$ cat config.mk
export PLATFORM = sky130hd
export DESIGN_NAME = arf_retire_sched
export DESIGN_NICKNAME = d
export VERILOG_FILES = /design/src/rtl/arf_retire_sched.sv
export SDC_FILE = /design/constraint.sdc
export NUM_CORES = 2
export LEC_CHECK = 0
export ABC_AREA = 0
export CORE_MARGIN = 2
export CORE_UTILIZATION = 45
export DETAILED_ROUTE_END_ITERATION = 8
export PLACE_DENSITY_LB_ADDON = 0.08
export SLEW_MARGIN = 15
export SYNTH_ARGS = -nofsm -noshare
export SYNTH_HDL_FRONTEND = slang
export SYNTH_SLANG_ARGS = --single-unit
export TNS_END_PERCENT = 30
$ cat constraint.sdc
create_clock -name clk -period 7.5 [get_ports clk]
set_input_delay 1.5 -clock clk [delete_from_list [all_inputs] [get_ports clk]]
set_output_delay 1.5 -clock clk [all_outputs]
set_load 0.01 [all_outputs]
$ cat src/rtl/arf_retire_sched.sv
// Retire-write scheduler: queues up to IN_W retiring results per cycle and drains
// them in order onto OUT_W ARF write ports, dropping r0 and coalescing same-dst pops.
module arf_retire_sched #(
  parameter int IN_W     = 4,
  parameter int OUT_W    = 2,
  parameter int DEPTH    = 16,
  parameter int AREG_NUM = 32,
  parameter int DATA_W   = 32
) (
  input  logic                                  clk,
  input  logic                                  reset,
  input  logic [IN_W-1:0]                       in_valid,
  input  logic [IN_W*$clog2(AREG_NUM)-1:0]      in_dst,
  input  logic [IN_W*DATA_W-1:0]                in_data,
  output logic                                  in_ready,
  output logic [OUT_W-1:0]                      wr_en,
  output logic [OUT_W*$clog2(AREG_NUM)-1:0]     wr_addr,
  output logic [OUT_W*DATA_W-1:0]               wr_data,
  input  logic                                  drain_req,
  output logic                                  drain_done,
  output logic                                  busy,
  output logic [$clog2(DEPTH+1)-1:0]            count
);

  localparam int AW = $clog2(AREG_NUM);
  localparam int PW = $clog2(DEPTH);
  localparam int CW = $clog2(DEPTH+1);

  typedef enum logic [1:0] {
    S_IDLE  = 2'd0,
    S_DRAIN = 2'd1,
    S_DONE  = 2'd2
  } state_e;

  state_e                   state_q, state_d;
  logic [PW-1:0]            head_q, head_d;
  logic [PW-1:0]            tail_q, tail_d;
  logic [CW-1:0]            count_q, count_d;
  logic [OUT_W-1:0]         wr_en_q, wr_en_d;
  logic [OUT_W*AW-1:0]      wr_addr_q, wr_addr_d;
  logic [OUT_W*DATA_W-1:0]  wr_data_q, wr_data_d;

  logic [AW-1:0]            mem_dst  [DEPTH];
  logic [DATA_W-1:0]        mem_data [DEPTH];

  logic                     enq_fire;
  logic [IN_W-1:0]          keep;
  logic [PW-1:0]            slot_off [IN_W];
  logic [CW-1:0]            n_enq;
  logic [CW-1:0]            n_deq;
  logic [PW-1:0]            pop_idx  [OUT_W];
  logic [OUT_W-1:0]         pop_v;

  // Ready is judged on registered occupancy so it never depends on this cycle's pops.
  always_comb begin
    in_ready = !reset && (state_q == S_IDLE) && (count_q <= CW'(DEPTH - IN_W));
  end

  // Compaction: each kept slot lands at tail + (number of kept slots before it).
  always_comb begin
    enq_fire = in_ready && (|in_valid);
    n_enq    = '0;
    keep     = '0;
    for (int i = 0; i < IN_W; i++) begin
      slot_off[i] = n_enq[PW-1:0];
      keep[i]     = enq_fire && in_valid[i] && (in_dst[i*AW +: AW] != '0);
      if (keep[i]) begin
        n_enq = n_enq + CW'(1);
      end
    end
  end

  always_comb begin
    n_deq = (count_q < CW'(OUT_W)) ? count_q : CW'(OUT_W);
    for (int k = 0; k < OUT_W; k++) begin
      pop_idx[k] = head_q + PW'(k);
      pop_v[k]   = (CW'(k) < n_deq);
    end
  end

  // A popped entry is suppressed when a younger entry in the same group hits the same register.
  always_comb begin
    wr_en_d   = '0;
    wr_addr_d = '0;
    wr_data_d = '0;
    for (int k = 0; k < OUT_W; k++) begin
      wr_en_d[k] = pop_v[k];
      for (int j = k + 1; j < OUT_W; j++) begin
        if (pop_v[j] && (mem_dst[pop_idx[j]] == mem_dst[pop_idx[k]])) begin
          wr_en_d[k] = 1'b0;
        end
      end
      if (wr_en_d[k]) begin
        wr_addr_d[k*AW +: AW]         = mem_dst[pop_idx[k]];
        wr_data_d[k*DATA_W +: DATA_W] = mem_data[pop_idx[k]];
      end
    end
  end

  always_comb begin
    head_d  = head_q + n_deq[PW-1:0];
    tail_d  = tail_q + n_enq[PW-1:0];
    count_d = count_q + n_enq - n_deq;
  end

  always_comb begin
    state_d = state_q;
    case (state_q)
      S_IDLE: begin
        if (drain_req) begin
          state_d = S_DRAIN;
        end
      end
      S_DRAIN: begin
        if ((count_q == '0) && (wr_en_q == '0)) begin
          state_d = S_DONE;
        end
      end
      S_DONE: begin
        state_d = S_IDLE;
      end
      default: begin
        state_d = S_IDLE;
      end
    endcase
  end

  always_ff @(posedge clk) begin
    if (reset) begin
      state_q   <= S_IDLE;
      head_q    <= '0;
      tail_q    <= '0;
      count_q   <= '0;
      wr_en_q   <= '0;
      wr_addr_q <= '0;
      wr_data_q <= '0;
    end else begin
      state_q   <= state_d;
      head_q    <= head_d;
      tail_q    <= tail_d;
      count_q   <= count_d;
      wr_en_q   <= wr_en_d;
      wr_addr_q <= wr_addr_d;
      wr_data_q <= wr_data_d;
    end
  end

  // Queue storage holds data only; validity is tracked entirely by head/count.
  always_ff @(posedge clk) begin
    for (int i = 0; i < IN_W; i++) begin
      if (keep[i]) begin
        mem_dst[tail_q + slot_off[i]]  <= in_dst[i*AW +: AW];
        mem_data[tail_q + slot_off[i]] <= in_data[i*DATA_W +: DATA_W];
      end
    end
  end

  always_comb begin
    wr_en      = wr_en_q;
    wr_addr    = wr_addr_q;
    wr_data    = wr_data_q;
    count      = count_q;
    drain_done = (state_q == S_DONE);
    busy       = (state_q != S_IDLE) || (count_q != '0);
  end

endmodule

==> results.json <==
{
  "p_int_mw": 10.3,
  "grt_pass1_wl_um": 291000,
  "ant_nets": 0,
  "dp_hpwl_um": 119000,
  "status": "completed",
  "cts_root_buffer": "clkbuf_16",
  "wl_per_cell_um": 33.0,
  "start_util": 0.455,
  "powerDensity_nw_per_um2": 283,
  "slowest_stage": "or4_1",
  "maxCapViolations": 0,
  "cts.sinks": 683,
  "cp-startpoint": "in_dst[5]",
  "cts_made_buffers": 86,
  "cts_hold_buf": 0,
  "clk_pin_slew_ns": 0.06,
  "final.setup.tns_ns": 0,
  "rows": 122,
  "yosysSeqAreaShare": 0.388,
  "hold_start": "state_q[1]$_SDFFE_PP0P_",
  "grtUsageTotal": 0.348,
  "die_y_um": 339,
  "worstPathArrival_ns": 6.49,
  "nNetsFinal": 4800,
  "r2r_cells": 14,
  "vdd_drop_max_uv": 241,
  "p_sw_mw": 5.94,
  "yosysUniqueCellTypes": 65,
  "pre_cts_ws_ns": 0.832,
  "max_freq_mhz": 165,
  "avgSynthCellArea_um2": 10.6,
  "skew_ns": 0.0267,
  "drt-initial-drc-count": 4818,
  "critPathRequiredTime_ns": 7.93,
  "min_period_ns": 6.06,
  "drive_above_1_share": 0.206,
  "power_frac_comb": 0.417,
  "slew_headroom": 0.170,
  "synth-seq-cells": 683,
  "crit_chain": "clkdlybuf4s50_1, or4_1, o2111ai_2, inv_2, ha_1, nand2_1, o21ai_0, ha_1, a21oi_1, o31ai_1, a21o_1, nand2_1, nor3_2, buf_4, mux2_2",
  "worst_slack_ns": 1.44,
  "totalWireLength_um": 204000,
  "placement.io_buffers": 238,
  "die_w_um": 339,
  "critPathLaunchType": "input port",
  "htree_num_levels": 3,
  "swShare": 0.366,
  "cp_max_fo": 25,
  "cts_resized": 0,
  "place_congestion": 0.873,
  "seqPwrFrac": 0.312,
  "setup_viol": 0,
  "reg2reg_to": "mem_data[0][21]$_DFFE_PP_",
  "critPathBufInv": 3,
  "firstDrtPassIters": 6,
  "cts_tree": "built",
  "drc": 0,
  "area_growth_pct": 13.2,
  "period_share": 0.808,
  "synth_edf_count": 592,
  "overflow": 0,
  "holdPathEnd": "state_q[0]$_SDFFE_PP0P_",
  "grt_start_max_net_pins": 110,
  "post_cts_buffers": 0,
  "fillers": 9862,
  "fp.coreArea_um2": 111000,
  "synthFlopType": "edfxtp_1",
  "syn_area_um2": 50600,
  "vias_per_cell": 6.65,
  "ctsLongestPathBuffers": 3,
  "finalMaxSlewViolations": 0,
  "clock_latency_ns": 0.70,
  "critPathTopFamily": "simple AND/OR/NAND/NOR gates",
  "r2r_slack_ns": 2.26,
  "synth_cells": 4749,
  "dieArea_um2": 115000,
  "yosysWarnings": 0,
  "hold-path-cell-count": 1,
  "num_io_pins": 239,
  "min_path_type": "flop to flop",
  "finalHoldViolations": 0,
  "worstSetupPathType": "input port to flop",
  "ys_async_sr_fraction": 0,
  "endpoint_kind": "flop",
  "reg2reg_from": "count[0]$_SDFF_PP0_",
  "critPathMaxStageDelay_ns": 0.65,
  "grt_pass1_vias": 39373,
  "vias": 41142,
  "worst_pin_slew_ns": 1.24,
  "rsz0062_at_grt": "no",
  "p_leak_nw": 19.7,
  "power_frac_clock": 0.272,
  "antenna_found_initial": 16
}
[flip-flops by register name, summed over array words and instances, names as in the netlist]
register / flops
wr_en: 2
tail_q: 4
mem_data: 512
mem_dst: 80
count: 5
wr_addr: 10
wr_data: 64
state_q: 2
head_q: 4
[cells by family after synthesis]
kind of cell               Yosys count  share of synthesized area
muxes                             1231                      0.331
adders and majority gates           29                    0.00792
other                                1                  0.0000742
DFF                                683                      0.388
and+or+nand+nor                   1186                     0.0975
AOI/OAI and AO/OA                  964                      0.118
xor gates and xnor gates            24                    0.00483
buffers and inverters              631                     0.0535
[synthesized netlist by cell type, types with 8 or more instances]
| cell type | number | area (µm²) |
|---|---|---|
| nor2b_1 | 12 | 75.1 |
| nand2_1 | 600 | 2250 |
| a211oi_1 | 196 | 1470 |
| o21ai_0 | 402 | 2010 |
| buf_1 | 73 | 274 |
| nor3_1 | 20 | 100 |
| or3_1 | 16 | 100 |
| edfxtp_1 | 592 | 17800 |
| o21ai_1 | 13 | 65.1 |
| mux2_1 | 21 | 236 |
| buf_2 | 147 | 736 |
| ha_1 | 24 | 300 |
| buf_4 | 28 | 210 |
| mux2_2 | 280 | 3150 |
| xnor2_1 | 15 | 131 |
| a22oi_1 | 8 | 60.1 |
| mux2i_1 | 608 | 6090 |
| dfxtp_1 | 91 | 1820 |
| nor2_1 | 368 | 1380 |
| a21oi_1 | 122 | 611 |
| clkbuf_1 | 354 | 1330 |
| inv_1 | 22 | 82.6 |
| a21o_1 | 190 | 1430 |
| nand3_1 | 78 | 390 |
| and3_1 | 46 | 288 |
| mux4_2 | 322 | 7250 |
[cell type report]
cell class / count / area (µm²) / area share
Clock buffer: 115 / 2430 / 0.0425
Timing Repair Buffer: 386 / 3990 / 0.0698
Sequential cell: 683 / 19600 / 0.343
Tap cell: 1488 / 1860 / 0.0325
Multi-Input combinational cell: 3436 / 28800 / 0.503
Clock inverter: 44 / 467 / 0.00815
Inverter: 23 / 86.3 / 0.00151
Antenna cell: 8 / 20.0 / 0.000350
[power by group through the flow]
stage / registers, mW / logic [mW] / clock network (mW)
finish: 5.06 / 6.77 / 4.41
global route: 5.10 / 7.13 / 4.56
CTS: 5.05 / 6.71 / 4.43
detailed placement: 5.13 / 6.68 / 0
global placement: 5.12 / 6.65 / 0
floorplan: 4.99 / 4.32 / 0
[metrics by stage]
stage / power, mW / std cells / hold WS [ns] / utilization / cell area [µm²]
2_1_floorplan: 9.31 / 4750 / 0.526 / - / 50600
3_3_place_gp: 11.8 / 6016 / 0.569 / 0.489 / 54300
3_5_place_dp: 11.8 / 6016 / 0.569 / 0.489 / 54300
4_1_cts: 16.2 / 6175 / 0.575 / 0.515 / 57200
5_1_grt: 16.8 / 6179 / 0.617 / 0.515 / 57200
6_report: 16.2 / 6183 / 0.584 / 0.515 / 57200
[how the worst max path moves through the flow]
| stage | to | slack [ns] | cells after the start |
|---|---|---|---|
| finish | mem_data[11][23]$_DFFE_PP_ | 1.44 | 15 |
| global route | mem_data[11][21]$_DFFE_PP_ | 1.19 | 15 |
| CTS | mem_data[11][23]$_DFFE_PP_ | 1.55 | 15 |
| detailed placement | mem_data[11][23]$_DFFE_PP_ | 0.83 | 15 |
| global placement | mem_data[0][20]$_DFFE_PP_ | 0.81 | 13 |
| floorplan | mem_data[13][0]$_DFFE_PP_ | 0.54 | 13 |
[layer usage]
metal / vias up / track usage / wire length [µm]
met4: 16 / 0.167 / 10500
met2: 2491 / 0.544 / 92900
met1: 20575 / 0.463 / 80600
met5: - / 0 / 104
li1: 17485 / - / -
met3: 575 / 0.0697 / 20100
[placed cells by master (no fill, tap or decap), types with 21 or more instances in the layout]
master / n
buf_12: 40
nand2_1: 598
a21o_1: 190
nor2_1: 365
and3_1: 36
a211oi_1: 191
edfxtp_1: 592
mux2_1: 21
mux4_2: 322
dfxtp_1: 87
ha_1: 23
clkbuf_16: 88
o21ai_0: 402
nand3_1: 73
a21oi_1: 120
buf_4: 108
mux2i_1: 608
mux2_2: 280
clkdlybuf4s50_1: 238
(Power assumes the default switching activity.)
